**src/rtl/pipelined_prefix_addsub.sv**
```systemverilog
// Kogge-Stone adder/subtractor with carry-in, carry-out, signed overflow and a sideband tag.
// Latency: LATENCY register stages from acceptance to out_valid, spread evenly over the prefix levels.
// Backpressure: each stage loads when empty or when its successor loads, so bubbles collapse; in_ready is combinational.
module pipelined_prefix_addsub #(
    parameter int WIDTH   = 32,
    parameter int LATENCY = 3,
    parameter int TAG_W   = 4
) (
    input  logic             clk,
    input  logic             rst,
    input  logic             in_valid,
    output logic             in_ready,
    input  logic [WIDTH-1:0] in_a,
    input  logic [WIDTH-1:0] in_b,
    input  logic             in_cin,
    input  logic             in_sub,
    input  logic [TAG_W-1:0] in_tag,
    output logic             out_valid,
    input  logic             out_ready,
    output logic [WIDTH-1:0] out_sum,
    output logic             out_cout,
    output logic             out_ovf,
    output logic [TAG_W-1:0] out_tag
);

    localparam int LVLS = $clog2(WIDTH);

    // g: group generate so far (carry-in folded into bit 0), p: group propagate,
    // x: original bitwise propagate kept for the final sum.
    typedef struct packed {
        logic [WIDTH-1:0] g;
        logic [WIDTH-1:0] p;
        logic [WIDTH-1:0] x;
        logic             cin;
        logic [TAG_W-1:0] tag;
    } node_t;

    // Steps are 0 (G/P formation) and 1..LVLS (prefix levels); segment k ends after step seg_end(k).
    function automatic int seg_end(input int k);
        return ((k + 1) * (LVLS + 1)) / LATENCY - 1;
    endfunction

    function automatic bit is_reg(input int s);
        bit hit;
        hit = 1'b0;
        for (int k = 0; k < LATENCY - 1; k++)
            if (seg_end(k) == s) hit = 1'b1;
        return hit;
    endfunction

    function automatic int stage_of(input int s);
        int idx;
        idx = 0;
        for (int k = 0; k < LATENCY - 1; k++)
            if (seg_end(k) == s) idx = k;
        return idx;
    endfunction

    logic [LATENCY-1:0] vld;
    logic [LATENCY-1:0] ld;
    logic [LATENCY:0]   src_vld;

    assign src_vld   = {vld, in_valid};
    assign in_ready  = ld[0];
    assign out_valid = vld[LATENCY-1];

    // A stage may load if any stage at or beyond it has room, or the consumer takes the result.
    always_comb begin : load_chain
        logic room;
        room = out_ready;
        ld   = '0;
        for (int k = LATENCY - 1; k >= 0; k--) begin
            room  = room | ~vld[k];
            ld[k] = room;
        end
    end

    always_ff @(posedge clk) begin
        if (rst) begin
            vld <= '0;
        end else begin
            for (int k = 0; k < LATENCY; k++)
                if (ld[k]) vld[k] <= src_vld[k];
        end
    end

    for (genvar s = 0; s <= LVLS; s++) begin : g_step
        node_t comb;
        node_t bnd;

        if (s == 0) begin : g_gp
            logic [WIDTH-1:0] eff_b;
            logic             eff_cin;

            assign eff_b   = in_sub ? ~in_b : in_b;
            assign eff_cin = in_sub | in_cin;

            always_comb begin
                comb.x    = in_a ^ eff_b;
                comb.p    = in_a ^ eff_b;
                comb.g    = in_a & eff_b;
                comb.g[0] = (in_a[0] & eff_b[0]) | ((in_a[0] ^ eff_b[0]) & eff_cin);
                comb.cin  = eff_cin;
                comb.tag  = in_tag;
            end
        end else begin : g_lvl
            localparam int D = 1 << (s - 1);
            node_t din;

            assign din = g_step[s-1].bnd;

            always_comb begin
                comb = din;
                for (int i = D; i < WIDTH; i++) begin
                    comb.g[i] = din.g[i] | (din.p[i] & din.g[i-D]);
                    comb.p[i] = din.p[i] & din.p[i-D];
                end
            end
        end

        if (is_reg(s)) begin : g_reg
            localparam int K = stage_of(s);
            always_ff @(posedge clk) begin
                if (ld[K]) bnd <= comb;
            end
        end else begin : g_pass
            assign bnd = comb;
        end
    end

    node_t            fin;
    logic [WIDTH-1:0] carries;
    logic             unused_p;

    assign fin      = g_step[LVLS].bnd;
    assign carries  = {fin.g[WIDTH-2:0], fin.cin};
    assign unused_p = ^fin.p;

    // Output registers are reset so a freshly reset block presents zeros.
    always_ff @(posedge clk) begin
        if (rst) begin
            out_sum  <= '0;
            out_cout <= 1'b0;
            out_ovf  <= 1'b0;
            out_tag  <= '0;
        end else if (ld[LATENCY-1]) begin
            out_sum  <= fin.x ^ carries;
            out_cout <= fin.g[WIDTH-1];
            out_ovf  <= fin.g[WIDTH-1] ^ fin.g[WIDTH-2];
            out_tag  <= fin.tag;
        end
    end

endmodule

```
**config.mk**
```make
export PLATFORM = sky130hd
export DESIGN_NAME = pipelined_prefix_addsub
export DESIGN_NICKNAME = d
export VERILOG_FILES = /design/src/rtl/pipelined_prefix_addsub.sv
export SDC_FILE = /design/constraint.sdc
export NUM_CORES = 1
export LEC_CHECK = 0
export CAP_MARGIN = 25
export CELL_PAD_IN_SITES_DETAIL_PLACEMENT = 0
export CELL_PAD_IN_SITES_GLOBAL_PLACEMENT = 1
export CORE_MARGIN = 8
export CORE_UTILIZATION = 35
export DETAILED_ROUTE_END_ITERATION = 8
export PLACE_DENSITY_LB_ADDON = 0.1
export SLEW_MARGIN = 15
export SYNTH_ARGS = -nofsm -noshare
export SYNTH_HDL_FRONTEND = slang
export SYNTH_SLANG_ARGS = --single-unit
```
**constraint.sdc**
```tcl
create_clock -name clk -period 5.3 [get_ports clk]
set_input_delay 0.795 -clock clk [delete_from_list [all_inputs] [get_ports clk]]
set_output_delay 0.795 -clock clk [all_outputs]
set_load 0.02 [all_outputs]
```
==> flow_summary.json <==
{
  "power_frac_seq_pct": 53.3,
  "die_w_um": 182,
  "maxCapViolations": 0,
  "numCtsBuffers": 24,
  "path_max_fanout": 35,
  "cts_sinks": 233,
  "period_minus_slack_ns": 3.41,
  "hold_buffers": 0,
  "cts.clk_slew.worst_paths_ns": 0.06,
  "power_w": 0.00460,
  "grt_setup_unrepaired": "false",
  "final_common_cell": "edfxtp_1",
  "avgSynthCellArea_um2": 13.4,
  "clockRootBuffer": "clkbuf_16",
  "fin_nets": 941,
  "gp_congestion": 0.751,
  "p_clk_share_pct": 32.8,
  "grt_usage_pct": 13.0,
  "comb_power_share_pct": 13.9,
  "layout_common_cells": "edfxtp_1 (192), clkdlybuf4s50_1 (111), nand2_1 (91), a21oi_1 (46), dfxtp_1 (41)",
  "design.core.area_um2": 27000,
  "power_density_nw_per_um2": 391,
  "cp-start-kind": "input port",
  "vias": 5758,
  "overflow": 0,
  "fin_skew_ns": 0.00995,
  "area_growth_syn_to_layout_pct": 22.6,
  "hold_class": "reg -> reg",
  "first_pass_iters": 5,
  "antennaDiodeCount": 0,
  "synthArstFlopShare_pct": 0,
  "timing.hold.ws_ns": 0.419,
  "post_cts_resized": 0,
  "synthDistinctLibCells": 36,
  "synthFlopType": "edfxtp_1",
  "tightest_slew_ns": 0.950,
  "drtAntennaViolNets": 0,
  "fin_util_pct": 43.7,
  "syn_nets": 821,
  "syn_area_um2": 9600,
  "io_buffers": 113,
  "slew_headroom_pct": 36.7,
  "worstRegToRegCells": 4,
  "drive_above_1_share_pct": 5.40,
  "syn_inst": 715,
  "vias_per_cell": 4.83,
  "hold-path-cell-count": 0,
  "vdd_drop_max_mv": 0.222,
  "route.detailed.drc": 0,
  "cts_setup_buffers": 0,
  "synth_edf_count": 192,
  "start_util_pct": 35.6,
  "routedWlPerCell_um": 18.1,
  "switching_share_pct": 25.0,
  "yosysSeqAreaShare_pct": 68.6,
  "crit_arrival_ns": 2.62,
  "outcome": "complete, no violations",
  "design_area_um2": 11800,
  "yosys-top-cells-area": "edfxtp_1 (60%), dfxtp_1 (8.5%), ha_1 (4.2%), nand2_1 (3.6%), xor2_1 (3.0%)",
  "grt_pass1_vias": 5882,
  "die_h_um": 182,
  "end_kind": "output pin",
  "p_leak_nw": 4.55,
  "grt_max_degree": 68,
  "synth_top_area_share_pct": 60.0,
  "grt_first_pass_wirelength_um": 34000,
  "max_freq_ghz": 0.293,
  "tns_ns": 0,
  "criticalPathCategory": "in -> out",
  "place_area_um2": 11100,
  "yosysWarnings": 0,
  "worstReg2RegStart": "vld[2]",
  "timing.rr.end": "g_step[3].bnd[78]",
  "min_from": "g_step[1].bnd[7]",
  "drt_iter0_drc": 397,
  "antenna_found_initial": 1,
  "yosysTopAreaCell": "edfxtp_1",
  "die_area_um2": 33000,
  "finalSetupViolations": 0,
  "n_fill_cell": 2459,
  "drt-total-wl_um": 21600,
  "htree_levels": 1,
  "tritoncts": "yes",
  "intPower_w": 0.00345,
  "rows": 60,
  "clock_latency_ns": 0.50,
  "slew_violations": 0,
  "switchingPower_w": 0.00115,
  "hpwl_um": 16000,
  "synth_seq_cells": 233,
  "clock_path_buffers": 3,
  "boundaryPins": 114,
  "fin_crit_sh_pct": 64.3,
  "crit_required_ns": 4.51,
  "hold_viol": 0,
  "rrSetupSlack_ns": 2.87,
  "min_to": "fin[7]"
}
state kept, by name, indices dropped and copies added, names as in the netlist:
register / flops
fin: 36
out_tag: 4
g_step.bnd: 147
out_ovf: 1
out_cout: 1
out_sum: 32
carries: 9
vld: 3
through the flow:
stage	cells	setup WS (ns)
final	1193	1.89
after global placement	1150	1.87
after detailed placement	1150	1.85
after CTS	1193	1.85
after floorplan	715	1.63
after global routing	1193	1.79
worst max-delay path: stages:
cell             delay, ns
clkdlybuf4s50_1       0.46
nor2b_4               0.16
nand3_4               0.47
clkdlybuf4s50_1       0.72
area by class of cell:
| cell class | instances | area, µm² | area share, % |
|---|---|---|---|
| clock buffers | 28 | 637 | 5.41 |
| well taps | 341 | 427 | 3.63 |
| inverters | 11 | 42.5 | 0.361 |
| multi-input cells | 448 | 2860 | 24.3 |
| repair buffers | 117 | 1150 | 9.78 |
| flip-flops and latches | 233 | 6590 | 56.0 |
| clock inverters | 15 | 65.1 | 0.553 |
cells in the mapped netlist (2+ instances only):
cell type / number
edfxtp_1: 192
a31oi_1: 6
nor2_1: 37
nand2b_1: 3
ha_1: 32
xor2_1: 33
dfxtp_1: 41
clkbuf_1: 2
and2_1: 30
o21bai_1: 9
a21o_1: 37
a211oi_1: 11
nor3_1: 14
o311ai_0: 8
nand2_1: 92
nand3_1: 14
nor4b_1: 12
inv_1: 10
mux2i_1: 6
xnor2_1: 17
buf_4: 4
nor2b_1: 2
buf_2: 16
o21ai_0: 30
a21oi_1: 46
kinds of logic after synthesis:
group | Yosys count | share of synthesized area, %
AO/OA/AOI/OAI | 151 | 9.94
multiplexers | 6 | 0.625
XOR/XNOR | 50 | 4.56
flip-flops | 233 | 68.6
buffers and inverters | 34 | 1.79
AND/OR/NAND/NOR | 209 | 10.3
adder cells (fa/ha/maj) | 32 | 4.17
power groups by stage:
stage          Clock, W  Combinational [W]  Sequential [W]
4_1_cts         0.00156           0.000651         0.00246
2_1_floorplan         0           0.000312         0.00247
6_report        0.00151           0.000639         0.00245
3_5_place_dp          0           0.000648         0.00249
3_3_place_gp          0           0.000642         0.00249
5_1_grt         0.00163           0.000707         0.00248
metal layers:
| layer | track usage (%) | up-vias | share of wire (%) |
|---|---|---|---|
| met3 | 2.46 | 30 | 5.3 |
| met1 | 20.0 | 2681 | 53 |
| met5 | 0 | - | 0 |
| li1 | - | 2874 | - |
| met2 | 18.1 | 173 | 40 |
| met4 | 3.31 | 0 | 1.8 |
worst max-delay path by stage:
stage | startpoint | endpoint | slack [ns] | cells after the start
after floorplan | out_ready | carries[0] | 1.63 | 4
after global placement | out_ready | in_ready | 1.87 | 4
after detailed placement | out_ready | in_ready | 1.85 | 4
after CTS | out_ready | in_ready | 1.85 | 4
after global routing | out_ready | in_ready | 1.79 | 4
final | out_ready | in_ready | 1.89 | 4
Power figures use the tool's default switching activity.
